## src/rtl/food_spawn_ctrl.sv

```systemverilog
`default_nettype none
// food_spawn_ctrl: draws X/Y cells from the LFSR, range-checks them, asks body occupancy,
// retries on rejection and publishes the food pixel position. Optional macro: FOOD_TIMEOUT_EN.
module food_spawn_ctrl #(
  parameter int GRID_LOG2   = 4,
  parameter int X_CELLS     = 40,
  parameter int Y_CELLS     = 30,
  parameter int X_ORG       = 0,
  parameter int Y_ORG       = 0,
  parameter int MAX_TRIES   = 16,
  parameter int FALLBACK_X  = 320,
  parameter int FALLBACK_Y  = 240,
  parameter int RESET_X     = 320,
  parameter int RESET_Y     = 240,
  parameter int TIMEOUT_CYC = 250000000
) (
  input  logic       clk,
  input  logic       rst_n,
  input  logic       spawn_req,
  input  logic [8:0] rand_num,
  input  logic       occ_ack,
  input  logic       occ_hit,
  output logic       occ_req,
  output logic [9:0] occ_x,
  output logic [9:0] occ_y,
  output logic [9:0] food_x,
  output logic [9:0] food_y,
  output logic       food_valid,
  output logic       spawn_busy,
  output logic       spawn_done,
  output logic       spawn_fail,
  output logic       food_expired
);

  typedef enum logic [1:0] {
    S_IDLE   = 2'd0,
    S_DRAW_X = 2'd1,
    S_DRAW_Y = 2'd2,
    S_CHECK  = 2'd3
  } state_t;

  state_t      state_q, state_d;
  logic [8:0]  cand_x_q, cand_x_d;
  logic [15:0] tries_q, tries_d;
  logic [9:0]  occ_x_q, occ_x_d, occ_y_q, occ_y_d;
  logic [9:0]  food_x_q, food_x_d, food_y_q, food_y_d;
  logic        food_valid_q, food_valid_d;
  logic        spawn_done_q, spawn_done_d;
  logic        spawn_fail_q, spawn_fail_d;
  logic        food_expired_q, food_expired_d;
  logic        timeout_hit;
  logic        start;
  logic        reject;
  logic [31:0] pix_x, pix_y;

`ifdef FOOD_TIMEOUT_EN
  logic [27:0] idle_cnt_q, idle_cnt_d;

  assign timeout_hit = (state_q == S_IDLE) && food_valid_q &&
                       (idle_cnt_q == 28'(TIMEOUT_CYC - 1));

  always_comb begin
    idle_cnt_d = 28'd0;
    if ((state_q == S_IDLE) && food_valid_q && !spawn_req && !timeout_hit)
      idle_cnt_d = idle_cnt_q + 28'd1;
  end

  always_ff @(posedge clk or negedge rst_n) begin
    if (!rst_n) idle_cnt_q <= 28'd0;
    else        idle_cnt_q <= idle_cnt_d;
  end
`else
  logic unused_timeout_cfg;
  assign unused_timeout_cfg = (TIMEOUT_CYC != 0);
  assign timeout_hit        = 1'b0;
`endif

  assign start = (state_q == S_IDLE) && (spawn_req || timeout_hit);

  // Candidate pixel positions, truncated to the 10-bit screen coordinate.
  assign pix_x = 32'(X_ORG) + (32'(cand_x_q) << GRID_LOG2);
  assign pix_y = 32'(Y_ORG) + (32'(rand_num) << GRID_LOG2);

  always_comb begin
    state_d        = state_q;
    cand_x_d       = cand_x_q;
    tries_d        = tries_q;
    occ_x_d        = occ_x_q;
    occ_y_d        = occ_y_q;
    food_x_d       = food_x_q;
    food_y_d       = food_y_q;
    food_valid_d   = food_valid_q;
    spawn_done_d   = 1'b0;
    spawn_fail_d   = 1'b0;
    food_expired_d = 1'b0;
    reject         = 1'b0;

    case (state_q)
      S_IDLE: begin
        if (start) begin
          state_d        = S_DRAW_X;
          food_valid_d   = 1'b0;
          tries_d        = 16'd0;
          food_expired_d = timeout_hit;
        end
      end
      S_DRAW_X: begin
        if (32'(rand_num) < X_CELLS) begin
          cand_x_d = rand_num;
          state_d  = S_DRAW_Y;
        end else begin
          reject = 1'b1;
        end
      end
      S_DRAW_Y: begin
        if (32'(rand_num) < Y_CELLS) begin
          occ_x_d = pix_x[9:0];
          occ_y_d = pix_y[9:0];
          state_d = S_CHECK;
        end else begin
          reject = 1'b1;
        end
      end
      default: begin
        if (occ_ack) begin
          if (occ_hit) begin
            reject = 1'b1;
          end else begin
            food_x_d     = occ_x_q;
            food_y_d     = occ_y_q;
            food_valid_d = 1'b1;
            spawn_done_d = 1'b1;
            state_d      = S_IDLE;
          end
        end
      end
    endcase

    // A rejected occupancy check restarts from the X draw; range rejects redraw in place.
    if (reject) begin
      if (tries_q == 16'(MAX_TRIES - 1)) begin
        food_x_d     = 10'(FALLBACK_X);
        food_y_d     = 10'(FALLBACK_Y);
        food_valid_d = 1'b1;
        spawn_done_d = 1'b1;
        spawn_fail_d = 1'b1;
        state_d      = S_IDLE;
      end else begin
        tries_d = tries_q + 16'd1;
        state_d = (state_q == S_CHECK) ? S_DRAW_X : state_q;
      end
    end
  end

  always_ff @(posedge clk or negedge rst_n) begin
    if (!rst_n) begin
      state_q        <= S_IDLE;
      cand_x_q       <= 9'd0;
      tries_q        <= 16'd0;
      occ_x_q        <= 10'd0;
      occ_y_q        <= 10'd0;
      food_x_q       <= 10'(RESET_X);
      food_y_q       <= 10'(RESET_Y);
      food_valid_q   <= 1'b1;
      spawn_done_q   <= 1'b0;
      spawn_fail_q   <= 1'b0;
      food_expired_q <= 1'b0;
    end else begin
      state_q        <= state_d;
      cand_x_q       <= cand_x_d;
      tries_q        <= tries_d;
      occ_x_q        <= occ_x_d;
      occ_y_q        <= occ_y_d;
      food_x_q       <= food_x_d;
      food_y_q       <= food_y_d;
      food_valid_q   <= food_valid_d;
      spawn_done_q   <= spawn_done_d;
      spawn_fail_q   <= spawn_fail_d;
      food_expired_q <= food_expired_d;
    end
  end

  assign occ_req      = (state_q == S_CHECK);
  assign spawn_busy   = (state_q != S_IDLE);
  assign occ_x        = occ_x_q;
  assign occ_y        = occ_y_q;
  assign food_x       = food_x_q;
  assign food_y       = food_y_q;
  assign food_valid   = food_valid_q;
  assign spawn_done   = spawn_done_q;
  assign spawn_fail   = spawn_fail_q;
  assign food_expired = food_expired_q;

endmodule
`default_nettype wire

```

## config.mk

```make
export PLATFORM = sky130hd
export DESIGN_NAME = food_spawn_ctrl
export DESIGN_NICKNAME = d
export VERILOG_FILES = /design/src/rtl/food_spawn_ctrl.sv
export SDC_FILE = /design/constraint.sdc
export NUM_CORES = 1
export LEC_CHECK = 0
export ABC_AREA = 1
export CORE_AREA = 8 8 91 93
export CTS_BUF_LIST = sky130_fd_sc_hd__clkbuf_8
export DETAILED_ROUTE_END_ITERATION = 6
export DIE_AREA = 0 0 99 101
export PLACE_DENSITY = 0.8
export SLEW_MARGIN = 25
export SYNTH_ARGS = -nofsm -noshare
export SYNTH_HDL_FRONTEND = slang
export SYNTH_SLANG_ARGS = --single-unit
```

## constraint.sdc

```tcl
create_clock -name clk -period 1.6 [get_ports clk]
set_input_delay 0.32 -clock clk [delete_from_list [all_inputs] [get_ports clk]]
set_output_delay 0.32 -clock clk [all_outputs]
set_load 0.01 [all_outputs]
```

==> flow_summary.rst, run 1 <==
.. list-table::
   :header-rows: 1

   * - Metric
     - Value
   * - Number of antenna violations at the first check in global routing
     - 0
   * - Arrival time reported for the critical path endpoint
     - 1810 ps
   * - Sequential Power Share
     - 34.3%
   * - Peak VDD IR
     - approximately 1.1 mV
   * - Floorplan die width
     - 99 µm
   * - Vias in the first global route
     - approximately 2700
   * - # diodes
     - 0
   * - Power density normalized to cell area
     - 1666 nW/µm²
   * - Synthesized-area fraction occupied by and/or/nand/nor cells
     - roughly 29%
   * - Post-Place Worst Slack
     - -321.1 ps
   * - Count of clock tree sinks
     - 59
   * - Crit Path Class
     - register to register
   * - Drt initial violations
     - 190
   * - Worst-Skew Late Latency
     - between 300 and 400 ps
   * - Unrepaired setup endpoints after global routing
     - true
   * - Mean Syn Cell Area
     - 8.563 µm²
   * - Cell types occupying the most area after synthesis
     - dfrtp_1 (43%), nand2_1 (9.6%), dfstp_2 (6.1%), nand3_1 (6.0%), inv_1 (5.4%)
   * - Total wire length
     - ~7600 µm
   * - Worst hold path stage count
     - 2
   * - Worst Skew
     - ~5.5 ps
   * - Final-stage net count
     - 461
   * - Switching part of the total
     - 36.76%
   * - IO Port Bufs
     - 50
   * - Compound-cell area share of the yosys netlist
     - a little over 5%
   * - Total clock buffers created by CTS
     - 9
   * - Worst endpoint required time
     - about 1800 ps
   * - Drt drc
     - 0
   * - Design Area, Final
     - between 4000 and 5000 µm²
   * - Total number of placement rows
     - 31
   * - Clock tree root driver cell
     - clkbuf_8
   * - Lkg Pwr
     - ~2.2 nW
   * - Yosys warnings
     - 0
   * - Total Routing Usage GR
     - between 10% and 20%
   * - Critical Path Source Type
     - register
   * - Flops & latches, synth
     - between 50 and 60
   * - Dominant combinational cell family by area after synthesis
     - simple AND/OR/NAND/NOR gates
   * - Weighted congestion at the end of routability-driven global placement
     - 0.8158
   * - Deepest level of the CTS H-tree
     - 3
   * - Post-route non-filler standard cell count
     - about 530
   * - DP Cell Count
     - about 500
   * - Num ports
     - 60
   * - CTS max path bufs
     - 2
   * - Endpoint type of the worst setup path
     - register
   * - Final setup fails
     - 0
   * - Number of search-and-repair iterations in the first detailed-routing pass
     - 5
   * - Synthesized netlist cell count
     - between 300 and 400
   * - Setup slack of the most critical reg-to-reg path
     - approximately 20 ps
   * - Largest net degree at the start of global routing
     - 60
   * - Clock transition time at the flip-flop clock pins of the worst setup and hold paths
     - 70 ps
   * - Type of the worst min-delay path
     - register to register
   * - Sequential cell area fraction in the yosys report
     - approximately half
   * - Adder-cell share of the synthesized area
     - 2.076%
   * - Vias post-DR
     - between 2000 and 3000
   * - Share of the clock period used by the worst path
     - 98.77%
   * - Unique cell type count in the Yosys netlist
     - 31
   * - Dpl cell area
     - about 3800 µm²
   * - Initial Utilization
     - around 43%
   * - Min setup slack post-route
     - roughly 20 ps
   * - Wire length of the first global-routing pass
     - roughly 12000 µm
   * - Highest clock rate
     - 632.8 MHz
   * - Result of the run
     - completed
   * - End-of-flow core utilization
     - between 60% and 70%
   * - Layout Area Growth over Synthesis
     - 40.60%
   * - Reg2reg start
     - state_q[0]
   * - Cell type with the highest aggregate area in the netlist
     - dfrtp_1
   * - DP HPWL
     - between 5000 and 6000 µm
   * - Combinational share of power
     - 44.0%
   * - Post-DR wirelength/cell
     - roughly 14 µm
   * - Floorplan Core Area
     - approximately 6900 µm²
   * - Area share of xor/xnor cells in the synthesized design
     - 3.487%
   * - Overall die height
     - about 100 µm
   * - Layout filler cell count
     - 532
   * - Die area
     - approximately 10000 µm²
   * - Net switching power of the design
     - between 2 and 3 mW
   * - Endpoints failing hold
     - 0
   * - Largest fanout on the critical path
     - 4
   * - Endpoint, Worst Hold
     - food_y[1]
   * - Capturing point of the worst reg2reg path
     - state_q[0]
   * - Multiplexer share of the synthesized area
     - ~1.9%
   * - Portion of synthesized cell area occupied by the leading cell type
     - 43.17%
   * - Count of pins over their slew limit
     - 0
   * - Netlist area before placement
     - roughly 3000 µm²
   * - Vias per cell
     - 5.106
   * - Max-capacitance violation count
     - 0
   * - Tmin final
     - between 1500 and 2000 ps
   * - Worst Hold Launch
     - food_y[1]
   * - Internal Pwr Total
     - 4.464 mW
   * - Worst Reg2Reg Path Length in Cells
     - 12
   * - Share of layout cells above drive strength 1
     - between 20% and 30%
   * - Clk network pwr share
     - 21.7%
   * - Antenna-violating nets left
     - 0
   * - TritonCTS clock tree
     - built
   * - Remaining global-route overflow
     - 0
==> sequential cells by signal, summed over array words and instances, names as in the netlist <==
name / flops
spawn_done: 1
food_x: 10
cand_x_q: 6
state_q: 2
occ_y: 6
tries_q: 16
spawn_fail: 1
food_y: 10
occ_x: 6
food_valid: 1
==> per-layer routing <==
metal,vias up,wire [µm],track usage [%]
met1,1292,3070,17.40
met4,0,117,6.494
met2,93,3875,26.25
met3,11,492,4.006
met5,-,0,0
li1,1305,-,-
==> cell usage after synthesis (all sizes together) <==
library cell / count
nand2: 85
dfrtp: 52
inv: 46
nand3: 37
nor2: 25
o21ai: 22
nand4: 21
xor2: 11
buf: 10
clkbuf: 9
dfstp: 7
a21oi: 6
ha: 5
mux2: 5
nor3: 4
nor4: 2
conb: 1
o211ai: 1
o31ai: 1
or2: 1
xnor2: 1
==> worst max-delay path: stages (launching register included) <==
cell and delay (ps):
dfrtp_1 420, inv_2 120, ha_4 130, inv_1 60, or2_4 230, nand2_2 70, inv_1 40, nand3_1 60
nand3_1 80, nand2_2 110, inv_2 40, nand2_1 60, nand2_1 50
==> power by group through the flow <==
stage	combinational (mW)	clock, mW	sequential [mW]
after global routing	3.40	1.62	2.48
after CTS	2.76	1.56	2.41
after floorplan	1.21	0	2.52
final	3.10	1.53	2.42
after detailed placement	2.79	0	2.43
after global placement	2.71	0	2.42
==> area by class of cell <==
type / instances / area (µm²) / area share [%]
clock buffer: 10 / 137.6 / 3.248
clock inverter: 6 / 88.84 / 2.096
multi-input combinational: 236 / 1385 / 32.68
timing repair buffer: 90 / 864.6 / 20.40
inverter: 46 / 172.7 / 4.074
tap: 82 / 102.6 / 2.421
sequential: 59 / 1486 / 35.08
==> metrics by stage <==
stage                     setup TNS (ps)  power (mW)  hold WS [ps]
after floorplan                        0       3.734         24.41
final                                  0       7.059         491.8
after global placement             -8556       5.124         340.9
after global routing              -990.9       7.506         510.6
after CTS                              0       6.734         495.0
after detailed placement          -11090       5.225         345.1
==> how the worst max path moves through the flow <==
stage	start	end	slack, ps	cells past startpoint
6_report	state_q[0]	state_q[0]	20	12
4_1_cts	occ_x[9]	occ_x[9]	1	1
3_3_place_gp	rand_num[5]	tries_q[4]	-270	13
3_5_place_dp	rand_num[5]	tries_q[4]	-320	13
5_1_grt	tries_q[1]	food_x[1]	-70	10
2_1_floorplan	state_q[0]	tries_q[4]	40	8
==> cells in the final DEF (no fill, tap or decap), types with 5 or more instances in the layout <==
master	count
inv_1	39
xor2_1	11
nand2_1	71
nand2_4	6
nor2_1	17
mux2_2	5
nand2_2	8
buf_4	31
inv_2	7
nand3_1	33
dfstp_2	7
clkdlybuf4s50_1	22
o21ai_0	19
conb_1	9
a21oi_1	5
dlymetal6s2s_1	9
dfrtp_1	51
clkbuf_8	10
nand4_1	21
dlygate4sd2_1	17
==> kinds of logic (layout without fill, tap and decap cells) <==
family	count (synthesis)	count (layout)
muxes	5	5
and+or+nand+nor	175	175
other	1	9
buffers and inverters	65	152
xor gates and xnor gates	12	12
AOI/OAI and AO/OA	30	30
adders and majority gates	5	5
DFF	59	59
==> timing repair <==
item,4_1_cts,5_1_grt
hold endpoints to repair,52,0
hold buffers,1,0
resized for setup,30,35
pin swaps,4,12
setup buffers,1,4
endpoints found under the setup margin,20,51
cloned,0,1
Power figures use the tool's default switching activity.
==> run 2: changes to the inputs <==
--- a/config.mk
+++ b/config.mk
@@ -11,6 +11,8 @@
 export DETAILED_ROUTE_END_ITERATION = 6
 export DIE_AREA = 0 0 99 101
 export PLACE_DENSITY = 0.8
+export SETUP_SLACK_MARGIN = 0.1
+export SKIP_CTS_REPAIR_TIMING = 1
 export SLEW_MARGIN = 25
 export SYNTH_ARGS = -nofsm -noshare
 export SYNTH_HDL_FRONTEND = slang
==> constraint.sdc (replaced) <==
create_clock -name clk -period 1.6 [get_ports clk]
set_input_delay 0.32 -clock clk [delete_from_list [all_inputs] [get_ports clk]]
set_output_delay 0.32 -clock clk [all_outputs]
set_load 0.02 [all_outputs]
==> flow_summary.rst, run 2 (synthesized netlist as in run 1, its figures left out) <==
.. list-table::
   :header-rows: 1

   * - Metric
     - Value
   * - Type of the worst min-delay path
     - input port to register
   * - Vias in the first global route
     - approximately 2700
   * - Count of clock tree sinks
     - approximately 60
   * - CTS max path bufs
     - 2
   * - Total design power
     - between 7 and 8 mW
   * - Number of search-and-repair iterations in the first detailed-routing pass
     - 4
   * - Clock transition time at the flip-flop clock pins of the worst setup and hold paths
     - ~70 ps
   * - Remaining global-route overflow
     - 0
   * - Drt initial violations
     - 105
   * - Largest fanout on the critical path
     - 5
   * - Cell family with the largest share of critical-path delay
     - simple AND/OR/NAND/NOR gates
   * - Antenna-violating nets left
     - 0
   * - Power density normalized to cell area
     - approximately 1700 nW/µm²
   * - Overall die height
     - 101 µm
   * - Worst Skew
     - just under 7 ps
   * - Most frequent cell on the critical path
     - nand2_4
   * - Layout Area Growth over Synthesis
     - 51.02%
   * - Register containing the most flip-flops in the final layout
     - tries_q
   * - Endpoint type of the worst setup path
     - register
   * - Number of antenna violations at the first check in global routing
     - 0
   * - Weighted congestion at the end of routability-driven global placement
     - between 0.8 and 0.9
   * - Max-capacitance violation count
     - 0
   * - Layout filler cell count
     - ~500
   * - Min setup slack post-route
     - approximately 13 ps
   * - Capturing point of the worst reg2reg path
     - food_x[1]
   * - Register area
     - between 1000 and 1500 µm²
   * - Floorplan die width
     - approximately 99 µm
   * - Num ports
     - 60
   * - Share of the clock period used by the worst path
     - between 90% and 100%
   * - Slowest cell on crit path
     - dfrtp_1
   * - Total clock buffers created by CTS
     - 9
   * - Worst endpoint required time
     - ~1800 ps
   * - Arrival time reported for the critical path endpoint
     - roughly 1800 ps
   * - Share of layout cells above drive strength 1
     - between 30 and 40%
   * - Depth of the critical timing path with buffers and inverters included
     - 10
   * - Worst-Skew Late Latency
     - 330 ps
   * - Commonest non-fill, non-tap cell in the layout
     - nand2_1
   * - DP Cell Count
     - slightly above 500
   * - Reg2reg start
     - tries_q[1]
   * - Crit Path Class
     - register to register
   * - Final-stage net count
     - roughly 470
   * - Lkg Pwr
     - ~2.7 nW
   * - Post-Place Worst Slack
     - -307.5 ps
   * - Design Area, Final
     - about 4600 µm²
   * - Final setup fails
     - 0
   * - IO Port Bufs
     - 50
   * - Largest net degree at the start of global routing
     - 60
   * - Total wire length
     - ~8500 µm
   * - Slowest stage delay, CP
     - 400 ps
   * - Total Routing Usage GR
     - between 15 and 20%
   * - Highest clock rate
     - about 630 MHz
   * - Setup slack of the most critical reg-to-reg path
     - between 10 and 15 ps
   * - Unrepaired setup endpoints after global routing
     - true
   * - Clock tree root driver cell
     - clkbuf_8
   * - Max FFs per register
     - 16
   * - Worst Reg2Reg Path Length in Cells
     - 10
   * - Critical Path Source Type
     - register
   * - Total number of placement rows
     - 31
   * - Initial Utilization
     - a little over two fifths
   * - Wire length of the first global-routing pass
     - 12320 µm
   * - Peak VDD IR
     - roughly 1.1 mV
   * - Tmin final
     - 1587 ps
   * - Dpl cell area
     - around 3800 µm²
   * - Post-DR wirelength/cell
     - between 15 and 20 µm
   * - Count of pins over their slew limit
     - 0
   * - Ordered list of cells on the worst path
     - ha_4 -> nand2_4 -> nor2_4 -> inv_2 -> nor2_4 -> nand4_1 -> nor2_2 -> nand2_4 -> nand2_4 -> nor2_1
   * - Commonest cells after routing, fill and taps aside
     - nand2_1 (69), dfrtp_1 (51), dlymetal6s2s_1 (38), inv_1 (36), buf_4 (30)
   * - Result of the run
     - completed
   * - Endpoints failing hold
     - 0
   * - Total area of multi-input combinational cells
     - 1580 µm²
   * - # diodes
     - 0
   * - Crit path buffers/inverters
     - 1
   * - Capture point of the worst path
     - food_x[1]
   * - Die area
     - approximately 10000 µm²
   * - Vias post-DR
     - about 2800
   * - DP HPWL
     - roughly 5400 µm
   * - Min Hold Slack
     - roughly 310 ps
   * - Startpoint of the most critical setup path
     - tries_q[1]
   * - Post-route non-filler standard cell count
     - between 500 and 600
   * - Vias per cell
     - 5.258
   * - Floorplan Core Area
     - just under 7000 µm²
   * - TritonCTS clock tree
     - built
   * - Drt drc
     - 0
   * - Deepest level of the CTS H-tree
     - 3
run 2: cell count changes in the layout (fill, tap and decap cells not counted), sizes merged, moves of 2 or more:
cell,delta
buf,+5
clkdlybuf4s50,-13
clkinvlp,-2
dlymetal6s2s,+29
dlygate4sd2,-17
run 2: worst min-delay path by stage:
| stage | startpoint | end | slack [ps] | depth (start not counted) |
|---|---|---|---|---|
| CTS | rst_n | cand_x_q[2] | -20 | 2 |
| detailed placement | rst_n | cand_x_q[2] | 350 | 2 |
| floorplan | rst_n | cand_x_q[0] | 20 | 0 |
| global route | rand_num[3] | cand_x_q[3] | 340 | 3 |
| finish | rand_num[5] | cand_x_q[5] | 310 | 3 |
| global placement | rst_n | occ_y[6] | 350 | 2 |
run 2: tightest hold or removal path, cell delays in order:
cell	delay (ps)
dlymetal6s2s_1	140
nand2_1	60
o21ai_0	70
run 2: final cells by class:
type / count / share of cell area, %
Multi-Input combinational cell: 237 / 34.72
Sequential cell: 59 / 32.66
Timing Repair Buffer: 94 / 21.94
Inverter: 46 / 3.958
Clock buffer: 11 / 3.326
Tap cell: 82 / 2.254
Clock inverter: 5 / 1.154
run 2: power by group:
group / leakage (nW) / internal [mW] / switching, mW / total, mW
combinational: 1.85 / 1.73 / 2.14 / 3.86
clock: 0.110 / 0.796 / 0.587 / 1.38
sequential: 0.758 / 2.04 / 0.379 / 2.42
run 2: per-layer routing:
layer,vias to the layer above,global-route usage (%),part of all wire [%]
met1,1360,17.05,39
met5,-,0,0
li1,1319,-,-
met4,0,6.494,2.0
met3,20,5.041,5.9
met2,109,26.30,53
run 2: through the flow:
step                      TNS, ps  utilization (%)
after floorplan                 0                -
after global placement      -6796            54.98
after detailed placement    -9535            54.98
after CTS                   -3864            57.92
after global routing       -880.0            65.56
final                           0            65.56
==> run 3: changes to the inputs <==
--- a/config.mk
+++ b/config.mk
@@ -6,12 +6,12 @@
 export NUM_CORES = 1
 export LEC_CHECK = 0
 export ABC_AREA = 1
+export CAP_MARGIN = 20
 export CORE_AREA = 8 8 91 93
 export CTS_BUF_LIST = sky130_fd_sc_hd__clkbuf_8
 export DETAILED_ROUTE_END_ITERATION = 6
 export DIE_AREA = 0 0 99 101
 export PLACE_DENSITY = 0.8
-export SETUP_SLACK_MARGIN = 0.1
 export SKIP_CTS_REPAIR_TIMING = 1
 export SLEW_MARGIN = 25
 export SYNTH_ARGS = -nofsm -noshare
==> flow_summary.rst, run 3 (synthesized netlist as in run 1, its figures left out) <==
.. list-table::
   :header-rows: 1

   * - Metric
     - Value
   * - Clock tree root driver cell
     - clkbuf_8
   * - Crit path buffers/inverters
     - 1
   * - Layout Area Growth over Synthesis
     - 46.33%
   * - Endpoint type of the worst setup path
     - register
   * - Most frequent cell on the critical path
     - nand2_4
   * - Floorplan Core Area
     - 6943 µm²
   * - Total number of placement rows
     - 31
   * - Depth of the critical timing path with buffers and inverters included
     - 10
   * - Weighted congestion at the end of routability-driven global placement
     - 0.8604
   * - Arrival time reported for the critical path endpoint
     - approximately 1800 ps
   * - Commonest cells after routing, fill and taps aside
     - nand2_1 (71), dfrtp_1 (52), inv_1 (37), dlymetal6s2s_1 (37), buf_4 (29)
   * - Post-Place Worst Slack
     - -308.8 ps
   * - Tmin final
     - between 1500 and 2000 ps
   * - Register containing the most flip-flops in the final layout
     - tries_q
   * - Drt initial violations
     - 153
   * - Drt drc
     - 0
   * - Largest net degree at the start of global routing
     - 60
   * - Setup slack of the most critical reg-to-reg path
     - -2 ps
   * - Vias per cell
     - 5.019
   * - Design Area, Final
     - 4410 µm²
   * - Commonest non-fill, non-tap cell in the layout
     - nand2_1
   * - Antenna-violating nets left
     - 0
   * - Count of pins over their slew limit
     - 0
   * - Cell family with the largest share of critical-path delay
     - simple AND/OR/NAND/NOR gates
   * - Crit Path Class
     - register to register
   * - Vias post-DR
     - between 2000 and 3000
   * - Remaining global-route overflow
     - 0
   * - Highest clock rate
     - roughly 620 MHz
   * - Dpl cell area
     - between 3000 and 4000 µm²
   * - Slowest stage delay, CP
     - 400 ps
   * - TritonCTS clock tree
     - built
   * - Worst Reg2Reg Path Length in Cells
     - 10
   * - Max-capacitance violation count
     - 0
   * - Failing checks
     - setup timing
   * - Endpoints failing hold
     - 0
   * - Max FFs per register
     - 16
   * - Worst endpoint required time
     - approximately 1800 ps
   * - Total wire length
     - between 7000 and 8000 µm
   * - Worst hold path stage count
     - 3
   * - Post-route non-filler standard cell count
     - 529
   * - Share of layout cells above drive strength 1
     - a little under 30%
   * - Result of the run
     - complete, but fails checks
   * - Ordered list of cells on the worst path
     - ha_4 -> nand2_4 -> nor2_4 -> inv_4 -> nor2_4 -> nand4_1 -> nor2_2 -> nand2_4 -> nand2_4 -> nor2_1
   * - Post-DR wirelength/cell
     - 14.32 µm
   * - Critical Path Source Type
     - register
   * - Worst Skew
     - between 4 and 5 ps
   * - Total clock buffers created by CTS
     - 9
   * - Lkg Pwr
     - 2.672 nW
   * - Wire length on met1
     - ~3300 µm
   * - Wire length of the first global-routing pass
     - 11570 µm
   * - Worst-Skew Late Latency
     - roughly 330 ps
   * - Power density normalized to cell area
     - roughly 1600 nW/µm²
   * - Met3 WL post-DR
     - roughly 340 µm
   * - Total Routing Usage GR
     - between 10% and 20%
   * - Initial Utilization
     - a little over two fifths
   * - Share of the clock period used by the worst path
     - 100.1%
   * - Die area
     - 9999 µm²
   * - Slowest cell on crit path
     - dfrtp_1
   * - DP Cell Count
     - 504
   * - Layout filler cell count
     - approximately 510
   * - Final setup fails
     - 1
   * - CTS max path bufs
     - 2
   * - Min setup slack post-route
     - -2.117 ps
   * - Clock transition time at the flip-flop clock pins of the worst setup and hold paths
     - around 70 ps
   * - Peak VDD IR
     - a little under 0.8 mV
   * - DP HPWL
     - 5210 µm
   * - Number of search-and-repair iterations in the first detailed-routing pass
     - 5
   * - Length of routed met2 wiring
     - 3873 µm
   * - Overall die height
     - 101 µm
   * - Type of the worst min-delay path
     - input port to register
   * - Final-stage net count
     - approximately 460
   * - Deepest level of the CTS H-tree
     - 3
   * - Largest fanout on the critical path
     - 5
   * - Number of antenna violations at the first check in global routing
     - 0
   * - Top layer used by detailed routing
     - met4
   * - Floorplan die width
     - approximately 100 µm
   * - Post-Route Setup TNS
     - -2.117 ps
   * - Count of clock tree sinks
     - a little under 60
   * - Unrepaired setup endpoints after global routing
     - true
   * - # diodes
     - 0
   * - Num ports
     - 60
   * - Vias in the first global route
     - about 2500
   * - IO Port Bufs
     - 50
-- run 3: cell count changes in the layout (fill, tap and decap cells not counted), moves of 3 or more --
cell | previous run | this run
buf_6 | 10 | 5
mux2_2 | 5 | 0
mux2_4 | 0 | 5
nor2_1 | 10 | 13
nor2_2 | 9 | 6
o21ai_0 | 12 | 15
-- run 3: worst paths after layout --
path	start	end
min in group asynchronous	rst_n	tries_q[3]
min reg2reg	food_y[3]	food_y[3]
max in group asynchronous	rst_n	food_y[7]
max reg2reg	tries_q[1]	food_x[0]
min	rand_num[5]	cand_x_q[5]
max	tries_q[1]	food_x[0]
-- run 3: cell type report --
type	count	area (µm²)	share of cell area (%)
multi-input cells	237	1518	34.41
flip-flops and latches	59	1485	33.67
repair buffers	89	947.2	21.48
inverters	46	177.7	4.028
clock buffers	11	151.4	3.433
well taps	82	102.6	2.326
clock inverters	5	28.78	0.6525
-- run 3: per-stage QoR --
| step | utilization, % | power (mW) | hold slack (ps) |
|---|---|---|---|
| 2_1_floorplan | - | 4.023 | 24.41 |
| 3_3_place_gp | 54.80 | 5.428 | 348.0 |
| 3_5_place_dp | 54.80 | 5.521 | 349.0 |
| 4_1_cts | 57.40 | 6.747 | -14.11 |
| 5_1_grt | 63.53 | 7.682 | 318.6 |
| 6_report | 63.53 | 7.237 | 299.0 |
-- run 3: layer usage --
metal  GRT usage (%)  up-vias
met5               0        -
met4           5.549        0
met3           4.006       13
met2           24.01       73
met1           16.84     1267
li1                -     1302
-- run 3: worst reg2reg max path, stage by stage (launching register included) --
cell,delay (ps)
dfrtp_1,400
ha_4,170
nand2_4,60
nor2_4,140
inv_4,60
nor2_4,120
nand4_1,110
nor2_2,170
nand2_4,110
nand2_4,120
nor2_1,60
-- run 3: report_power, final --
part / switching (mW) / internal, mW
Combinational: 1.96 / 1.66
Sequential: 0.368 / 2.04
Clock: 0.582 / 0.634
